$ cat src/rtl/maj_tt_sweep_ctrl.sv
// Truth-table sweep sequencer: walks every input assignment of an N_IN-input network,
// captures its output into tt and compares the result with a latched expected table.
// Optional MAJ_MISMATCH_CAPTURE_EN adds mis_valid/mis_idx reporting the first differing index.
module maj_tt_sweep_ctrl #(
    parameter int N_IN    = 7,
    parameter int DUT_LAT = 0,
    localparam int TT_W   = 2 ** N_IN
) (
    input  logic            clk,
    input  logic            rst,
    input  logic            start,
    input  logic [TT_W-1:0] expected_tt,
    output logic [N_IN-1:0] x,
    input  logic            f_in,
    output logic            busy,
    output logic            done,
    output logic [TT_W-1:0] tt,
    output logic            match
`ifdef MAJ_MISMATCH_CAPTURE_EN
    ,
    output logic            mis_valid,
    output logic [N_IN-1:0] mis_idx
`endif
);

    typedef enum logic [1:0] {
        S_IDLE,
        S_SWEEP,
        S_DRAIN,
        S_DONE
    } state_t;

    localparam logic [N_IN-1:0] IDX_LAST   = '1;
    localparam logic [2:0]      DRAIN_LAST = 3'(DUT_LAT - 1);

    state_t            state_reg, state_next;
    logic [N_IN-1:0]   idx_reg;
    logic [2:0]        drain_reg;
    logic [TT_W-1:0]   exp_reg;
    logic [TT_W-1:0]   tt_reg, tt_next;
    logic              match_reg;
    logic              accept;
    logic              cap_valid;
    logic [N_IN-1:0]   cap_idx;

    assign accept = (state_reg == S_IDLE) && start;

    always_ff @(posedge clk) begin
        if (rst) begin
            state_reg <= S_IDLE;
        end else begin
            state_reg <= state_next;
        end
    end

    always_comb begin
        state_next = state_reg;
        busy       = 1'b0;
        done       = 1'b0;
        case (state_reg)
            S_IDLE: begin
                if (start) state_next = S_SWEEP;
            end
            S_SWEEP: begin
                busy = 1'b1;
                if (idx_reg == IDX_LAST) state_next = (DUT_LAT == 0) ? S_DONE : S_DRAIN;
            end
            S_DRAIN: begin
                busy = 1'b1;
                if (drain_reg == DRAIN_LAST) state_next = S_DONE;
            end
            S_DONE: begin
                done       = 1'b1;
                state_next = S_IDLE;
            end
            default: state_next = S_IDLE;
        endcase
    end

    // Index counter saturates at the last assignment; drain counter times the pipeline flush.
    always_ff @(posedge clk) begin
        if (rst) begin
            idx_reg   <= '0;
            drain_reg <= '0;
            exp_reg   <= '0;
            match_reg <= 1'b0;
        end else begin
            case (state_reg)
                S_IDLE: begin
                    idx_reg   <= '0;
                    drain_reg <= '0;
                    if (start) begin
                        exp_reg   <= expected_tt;
                        match_reg <= 1'b0;
                    end
                end
                S_SWEEP: begin
                    if (idx_reg != IDX_LAST) idx_reg <= idx_reg + 1'b1;
                end
                S_DRAIN: begin
                    drain_reg <= drain_reg + 3'd1;
                end
                default: begin
                    idx_reg   <= '0;
                    drain_reg <= '0;
                end
            endcase
            // The final capture lands on the same edge that enters DONE, so compare the next table.
            if (state_reg != S_DONE && state_next == S_DONE) begin
                match_reg <= (tt_next == exp_reg);
            end
        end
    end

    generate
        if (DUT_LAT == 0) begin : g_lat0
            assign cap_valid = (state_reg == S_SWEEP);
            assign cap_idx   = idx_reg;
        end else begin : g_pipe
            logic [DUT_LAT-1:0] vld_pipe;
            logic [N_IN-1:0]    idx_pipe [DUT_LAT];

            always_ff @(posedge clk) begin
                if (rst) begin
                    vld_pipe <= '0;
                    for (int i = 0; i < DUT_LAT; i++) idx_pipe[i] <= '0;
                end else begin
                    vld_pipe[0] <= (state_reg == S_SWEEP);
                    idx_pipe[0] <= idx_reg;
                    for (int i = 1; i < DUT_LAT; i++) begin
                        vld_pipe[i] <= vld_pipe[i-1];
                        idx_pipe[i] <= idx_pipe[i-1];
                    end
                end
            end

            assign cap_valid = vld_pipe[DUT_LAT-1];
            assign cap_idx   = idx_pipe[DUT_LAT-1];
        end
    endgenerate

    always_comb begin
        tt_next = tt_reg;
        if (cap_valid) tt_next[cap_idx] = f_in;
    end

    always_ff @(posedge clk) begin
        if (rst) begin
            tt_reg <= '0;
        end else if (accept) begin
            tt_reg <= '0;
        end else begin
            tt_reg <= tt_next;
        end
    end

`ifdef MAJ_MISMATCH_CAPTURE_EN
    // Captures arrive in ascending index order, so the first hit is the lowest differing index.
    always_ff @(posedge clk) begin
        if (rst) begin
            mis_valid <= 1'b0;
            mis_idx   <= '0;
        end else if (accept) begin
            mis_valid <= 1'b0;
            mis_idx   <= '0;
        end else if (cap_valid && !mis_valid && (f_in != exp_reg[cap_idx])) begin
            mis_valid <= 1'b1;
            mis_idx   <= cap_idx;
        end
    end
`endif

    assign x     = (state_reg == S_SWEEP || state_reg == S_DRAIN) ? idx_reg : '0;
    assign tt    = tt_reg;
    assign match = match_reg;

endmodule

$ cat config.mk
export PLATFORM = sky130hd
export DESIGN_NAME = maj_tt_sweep_ctrl
export DESIGN_NICKNAME = d
export VERILOG_FILES = /design/src/rtl/maj_tt_sweep_ctrl.sv
export SDC_FILE = /design/constraint.sdc
export NUM_CORES = 1
export LEC_CHECK = 0
export ABC_AREA = 1
export BUFFER_PORTS_ARGS = -buffer_cell sky130_fd_sc_hd__buf_2
export CAP_MARGIN = 10
export CORE_MARGIN = 1.5
export CORE_UTILIZATION = 50
export CTS_BUF_LIST = sky130_fd_sc_hd__clkbuf_8
export CTS_CLUSTER_SIZE = 10
export DETAILED_ROUTE_END_ITERATION = 8
export GPL_TIMING_DRIVEN = 0
export PLACE_DENSITY = 0.74
export SLEW_MARGIN = 5
export SYNTH_ARGS = -nofsm -noshare
export SYNTH_HDL_FRONTEND = slang
export SYNTH_SLANG_ARGS = --single-unit
$ cat constraint.sdc
create_clock -name clk -period 2.62 [get_ports clk]
set_input_delay 0.131 -clock clk [delete_from_list [all_inputs] [get_ports clk]]
set_output_delay 0.131 -clock clk [all_outputs]
set_load 0.02 [all_outputs]
==> results of run 1 <==
==> layout by cell type (no fill, tap or decap), types with 21 or more instances in the layout <==
| cell | count |
|---|---|
| o21ai_0 | 155 |
| dfxtp_1 | 266 |
| o21bai_1 | 36 |
| buf_2 | 272 |
| buf_4 | 21 |
| nor2_1 | 285 |
| clkbuf_8 | 63 |
| dlygate4sd3_1 | 130 |
| nand2_1 | 535 |
| nand3_1 | 209 |
| a21oi_1 | 101 |
| clkbuf_1 | 48 |
| inv_1 | 219 |
==> cell type report <==
class                   count  area share
inverters                 213      0.0451
well taps                 335      0.0236
plain buffers              98      0.0341
clock inverters            17     0.00416
multi-input cells        1449       0.380
flip-flops and latches    269       0.304
clock buffers              63      0.0489
repair buffers            418       0.160
==> worst max-delay path, cell delays in order, from the launching register on <==
cell and delay (ns):
dfxtp_1 0.50, nor2_1 0.18, nand2_2 0.25, clkinv_1 0.38, nand3_1 0.22, nand2_1 0.09, nand2_1 0.10, nand2_1 0.06
nor2_1 0.08, nand2_1 0.05, inv_1 0.05, nand2_1 0.04, nor2_1 0.16, nand2_1 0.10, nor2_1 0.11, nand3_1 0.17
nand2_1 0.09
==> cell usage after synthesis (all sizes together) <==
master | n | area [µm²]
o21bai | 38 | 285
clkbuf | 60 | 225
o2bb2ai | 1 | 8.76
a21oi | 101 | 505
nand2 | 558 | 2120
a221oi | 1 | 8.76
nand4 | 4 | 25.0
nand3 | 214 | 1080
clkinv | 2 | 7.51
nor2 | 318 | 1260
xor2 | 14 | 123
ha | 8 | 100
a211oi | 2 | 15.0
or2 | 1 | 6.26
nor3 | 3 | 15.0
nand3b | 6 | 45.0
inv | 211 | 792
buf | 38 | 246
o21ai | 179 | 903
dfxtp | 269 | 5390
o21a | 1 | 7.51
==> worst min path at each step <==
| stage | end | slack (ns) | cells after the start |
|---|---|---|---|
| 2_1_floorplan | state_reg[0] | 0.20 | 1 |
| 3_3_place_gp | exp_reg[80] | 0.38 | 3 |
| 3_5_place_dp | exp_reg[115] | 0.39 | 3 |
| 4_1_cts | tt[59] | 0.02 | 3 |
| 5_1_grt | tt[59] | 0.06 | 3 |
| 6_report | exp_reg[2] | 0.04 | 3 |
==> stage by stage <==
| stage | total power, mW | hold WS [ns] | std cells |
|---|---|---|---|
| floorplan | 5.18 | 0.203 | 2029 |
| global placement | 5.69 | 0.382 | 2633 |
| detailed placement | 5.72 | 0.387 | 2633 |
| CTS | 9.70 | 0.0246 | 2853 |
| global route | 10.1 | 0.0601 | 2862 |
| finish | 9.85 | 0.0350 | 2862 |
==> timing repair <==
action,4_1_cts,5_1_grt
hold endpoints to repair,131,0
setup endpoints to repair,128,152
pin swaps,3,8
resized for setup,30,108
buffers inserted,10,9
hold buffers,130,0
==> cells by family after synthesis <==
kind of cell / count (synthesis)
XOR/XNOR: 14
AO/OA/AOI/OAI: 323
buffers and inverters: 311
AND/OR/NAND/NOR: 1104
adder cells (fa/ha/maj): 8
flip-flops: 269
==> power breakdown <==
part | switching, mW | leakage [nW] | internal, mW
Combinational | 0.972 | 5.59 | 0.539
Sequential | 0.122 | 2.20 | 4.29
Clock | 1.81 | 0.536 | 2.13
Total | 2.90 | 8.33 | 6.95
==> layer usage <==
metal / share of wire / vias to the layer above
met3: 0.11 / 215
met4: 0.066 / 0
met5: 0 / -
li1: - / 7374
met1: 0.39 / 7354
met2: 0.44 / 1085
==> summary.txt, run 1 <==
Outcome
  • Status: finished with violations
  • Failing checks: negative setup slack

Clocking
  • Htree depth: 2
  • CTS clk-pin slew, worst paths: about 0.06 ns
  • CTS sink cnt: 269
  • Clock buffer count from CTS: 47
  • TritonCTS clock tree: built
  • Clk Latency, worst-skew pair: 0.58 ns
  • Clock tree buffer depth: 3
  • Clock root cell: clkbuf_8

Timing
  • Hold Violations, Final: 0
  • Fmax: between 300 and 400 MHz
  • Slew Viols, Final: 0
  • RSZ-0062 raised after global routing: yes
  • Setup violators final: 1
  • Final worst slack: -0.0675 ns
  • Max-slew headroom: 0.275
  • Final setup TNS: -0.0675 ns
  • Layout Skew: roughly 0.018 ns
  • Period Utilization, post-route: 1.03
  • Minimum clock period: ~2.7 ns
  • Slew @ Worst Pin: 1.09 ns

Layout
  • Area Overhead vs Synth: 34.8%
  • # nets final: 2636
  • Sequential Area: ~5400 µm²
  • Layout cells sized above 1: 0.190
  • Area of the multi-input gates: roughly 6700 µm²
  • Post-route cell area: 17700 µm²
  • Fillers: 2306
  • Fin util: 0.685
  • # diodes: 0

Synthesis
  • Xor-xnor portion of the synthesized cell area: 0.00932
  • Avg Cell Area, Syn: about 6.5 µm²
  • Mux share of post-synthesis cell area: 0
  • Largest family of logic cells by synthesized area: simple AND/OR/NAND/NOR gates
  • Post-synthesis register bit count: about 270
  • Synth unique cells: 32
  • Yosys warning total: 0
  • Post-Synthesis Cells: 2029
  • Simple-Gate Fraction of Synth Area: 0.345
  • Net Count, Synth: about 2200
  • Adder-Cell Fraction of Synth Area: 0.00761
  • Sequential fraction of the synthesis area: 0.409
  • Post-Syn Area: about 13000 µm²
  • Complex-gate fraction of the synthesized area: 0.132

Power and ir drop
  • Cell area power density: approximately 560 nW/µm²
  • Lkg Pwr: between 8 and 9 nW
  • Worst vdd ir: 0.389 mV

Global route
  • GRT busiest layer: met2
  • Met3 Usage GRT: 0.0664
  • GR met2 Demand/Resource: 0.670
  • GRT overflow: 0
  • M1 GR Usage: 0.549
  • Largest net degree at the start of global routing: 13
  • Total GRT Usage: 0.427
  • First-pass GRT wire length: around 85000 µm
  • Initial antenna violation count: 0
  • Vias in the first global route: 14600

Floorplan
  • Initial core utilization: 0.508
  • Die Footprint: around 27000 µm²
  • Io pins: 270
  • Core ar.: about 26000 µm²
  • Cell Rows: just under 60
  • Die Span Y: 165 µm
  • Die width: around 170 µm

Setup path
  • R2r startpoint: cap_idx[6]
  • Worst setup path endpoint: match
  • Reg2Reg Capture Point: match
  • Setup CP Type: reg2reg
  • CP max FO: 9
  • CP Data Arrival Time: 3.22 ns
  • Startpoint Class: flip-flop
  • Critical Path RT: ~3.2 ns
  • R2R Setup Slk: -0.07 ns
  • Worst setup path start: cap_idx[6]
  • Reg2reg path depth: 16
  • CP Capture Type: flip-flop

Hold path
  • Min-Delay Startpoint: expected_tt[2]
  • Worst min path class: in2reg

Detailed routing
  • 1st-pass router iterations: 6
  • Routed WL: around 60000 µm
  • Vias: around 16000
  • Post-route ant nets: 0
  • 1st-iter DRT viols: around 2100
  • Routed WL per cell: between 20 and 25 µm
  • Drt via density: ~5.6
  • Drc violations: 0

Placement
  • Post-DP HPWL: 42400 µm
  • Final Wtd Congestion: just over 1
  • DP Worst Slack: -0.457 ns
  • Placement Cell Area: ~15000 µm²
  • IO Port Bufs: between 200 and 300

Flow run
  • Max-cap violations: 0
No activity file was read; power rests on OpenSTA's default activity.
==> inputs of run 2 (changes only) <==
==> constraint.sdc (replaced) <==
create_clock -name clk -period 2.62 [get_ports clk]
set_input_delay 0.393 -clock clk [delete_from_list [all_inputs] [get_ports clk]]
set_output_delay 0.393 -clock clk [all_outputs]
set_load 0.02 [all_outputs]
==> summary.txt, run 2 (same netlist as run 1, synthesis figures left out) <==
Floorplan
  • Die Span Y: 165 µm (unchanged)
  • Die width: 165 µm (unchanged)
  • Initial core utilization: 0.508 (unchanged)
  • Cell Rows: 59 (unchanged)
  • Core ar.: 25900 µm² (unchanged)
  • Die Footprint: 27300 µm² (unchanged)
  • Io pins: 270 (unchanged)

Layout
  • Area Overhead vs Synth: 25.1%
  • Post-route cell area: 16500 µm² (-7.2%)
  • # nets final: 2507 (-4.9%)
  • Layout cells sized above 1: 0.201 (+0.0111)
  • Commonest cells after routing, fill and taps aside: 533 x nand2_1, 286 x nor2_1, 272 x buf_2
  • Most common cell after layout, fill and taps aside: nand2_1
  • Final non-filler cell total: 2733 (-4.5%)
  • # diodes: 0 (unchanged)

Setup path
  • R2r startpoint: cap_idx[6]
  • Worst setup path start: cap_idx[6]
  • CP Capture Type: flip-flop
  • Setup CP Type: reg2reg
  • Critical Path RT: 3.15 ns (about the same)
  • Startpoint Class: flip-flop
  • CP Data Arrival Time: 3.26 ns (+0.04 ns)
  • CP max FO: 9 (unchanged)

Global route
  • Total GRT Usage: 0.411 (-0.0157)
  • Largest net degree at the start of global routing: 13 (unchanged)
  • First-pass GRT wire length: 81200 µm (-4.1%)
  • GRT overflow: 0 (unchanged)
  • Vias in the first global route: 13700 (-5.9%)
  • Initial antenna violation count: 0 (unchanged)

Timing
  • Hold Violations, Final: 0 (unchanged)
  • RSZ-0062 raised after global routing: yes
  • Setup violators final: 1 (unchanged)
  • Slew @ Worst Pin: 1.02 ns (-0.0624 ns)
  • Slew Viols, Final: 0 (unchanged)
  • Layout Skew: 0.0215 ns (+0.00350 ns)
  • Final worst slack: -0.114 ns (-0.0468 ns)
  • Max-slew headroom: 0.317 (+0.0416)
  • Final setup TNS: -0.114 ns (-0.0468 ns)
  • Period Utilization, post-route: 1.04 (+0.0179)
  • Minimum clock period: 2.73 ns (+0.0468 ns)
  • Fmax: 366 MHz (-1.7%)

Power and ir drop
  • Lkg Pwr: 7.80 nW (-6.3%)
  • Pwr Total: 9.69 mW (-1.6%)
  • Clock share of power: 0.406 (+0.007)
  • Pint: 6.82 mW (-1.8%)
  • Worst vdd ir: 0.389 mV (about the same)
  • Switching power: 2.87 mW (-1.2%)
  • Logic pwr share: 0.139 (-0.014)
  • Switching Fraction: 0.296 (+0.00120)
  • Part of the power in registers: 0.455 (+0.008)
  • Cell area power density: 589 nW/µm² (+6.0%)

Placement
  • IO Port Bufs: 269 (unchanged)
  • Final Wtd Congestion: 1.02 (unchanged)
  • DP Worst Slack: -0.457 ns (unchanged)
  • Placement Cell Area: 14900 µm² (unchanged)
  • Placed cell count: 2633 (unchanged)
  • Post-DP HPWL: 42400 µm (unchanged)

Clocking
  • Clock tree buffer depth: 3 (unchanged)
  • Clock buffer count from CTS: 47 (unchanged)
  • CTS sink cnt: 269 (unchanged)
  • Clock root cell: clkbuf_8
  • CTS clk-pin slew, worst paths: 0.06 ns (about the same)
  • TritonCTS clock tree: built
  • Htree depth: 2 (unchanged)
  • Clk Latency, worst-skew pair: 0.58 ns (about the same)

Detailed routing
  • 1st-pass router iterations: 6 (unchanged)
  • Vias: 15300 (-4.6%)
  • Drc violations: 0 (unchanged)
  • Routed WL: 57600 µm (-4.0%)
  • Post-route ant nets: 0 (unchanged)
  • Routed WL per cell: 21.1 µm (+0.58%)
  • Drt via density: 5.59 (-0.13%)
  • 1st-iter DRT viols: 1772 (-17%)

Hold path
  • Worst min path class: in2reg
  • Min-Delay Startpoint: expected_tt[115]

Flow run
  • Max-cap violations: 0 (unchanged)

Outcome
  • Status: finished with violations
  • Failing checks: negative setup slack
## run 2: changes by cell type in the layout (fill, tap and decap cells not counted), sizes merged
| cell | delta |
|---|---|
| buf | +1 |
| dlygate4sd3 | -130 |
## run 2: critical path: stages, from the launching register on
cell,delay [ns]
dfxtp_1,0.51
nor2_1,0.19
nand2_2,0.26
clkinv_1,0.38
nand3_1,0.22
nand2_1,0.09
nand2_1,0.10
nand2_1,0.06
nor2_1,0.08
nand2_1,0.06
inv_1,0.05
nand2_1,0.04
nor2_1,0.16
nand2_1,0.11
nor2_1,0.11
nand3_1,0.16
nand2_1,0.09
## run 2: stage by stage
step,hold WS [ns],utilization
finish,0.0595,0.635
floorplan,0.434,-
detailed placement,0.461,0.576
global placement,0.455,0.576
CTS,0.0442,0.618
global route,0.0895,0.635
## run 2: worst paths after layout
check                               endpoint  slack (ns)  cells past startpoint
worst max-delay path                   match       -0.11                     16
worst min-delay path            exp_reg[115]        0.06                      3
worst max register to register         match       -0.11                     16
worst min register to register   exp_reg[84]        0.47                      2
## run 2: timing repair
item                       in CTS  in global routing
hold endpoints to repair        0                  0
hold buffers                    0                  0
setup buffers                  10                 10
resized for setup              30                111
pin swaps                       3                 10
setup endpoints to repair     128                151
## run 2: final cells by class
class	count	area, µm²
Multi-Input combinational cell	1449	6770
Buffer	98	596
Timing Repair Buffer	289	1540
Tap cell	335	419
Inverter	213	801
Clock buffer	63	867
Sequential cell	269	5390
Fill cell	2518	9450
Clock inverter	17	73.8
## run 2: per-layer routing
| layer | global-route usage | routed length (µm) | vias to the layer above |
|---|---|---|---|
| met3 | 0.0689 | 6380 | 203 |
| met1 | 0.538 | 22700 | 6999 |
| met5 | 0 | 0 | - |
| met2 | 0.637 | 24900 | 973 |
| met4 | 0.243 | 3600 | 0 |
| li1 | - | - | 7111 |
## run 2: power by group through the flow
| stage | clock network [mW] | registers [mW] | logic, mW |
|---|---|---|---|
| final | 3.94 | 4.41 | 1.35 |
| after global routing | 4.08 | 4.42 | 1.45 |
| after CTS | 3.90 | 4.40 | 1.25 |
| after detailed placement | 0 | 4.49 | 1.23 |
| after floorplan | 0 | 4.46 | 0.725 |
| after global placement | 0 | 4.48 | 1.21 |
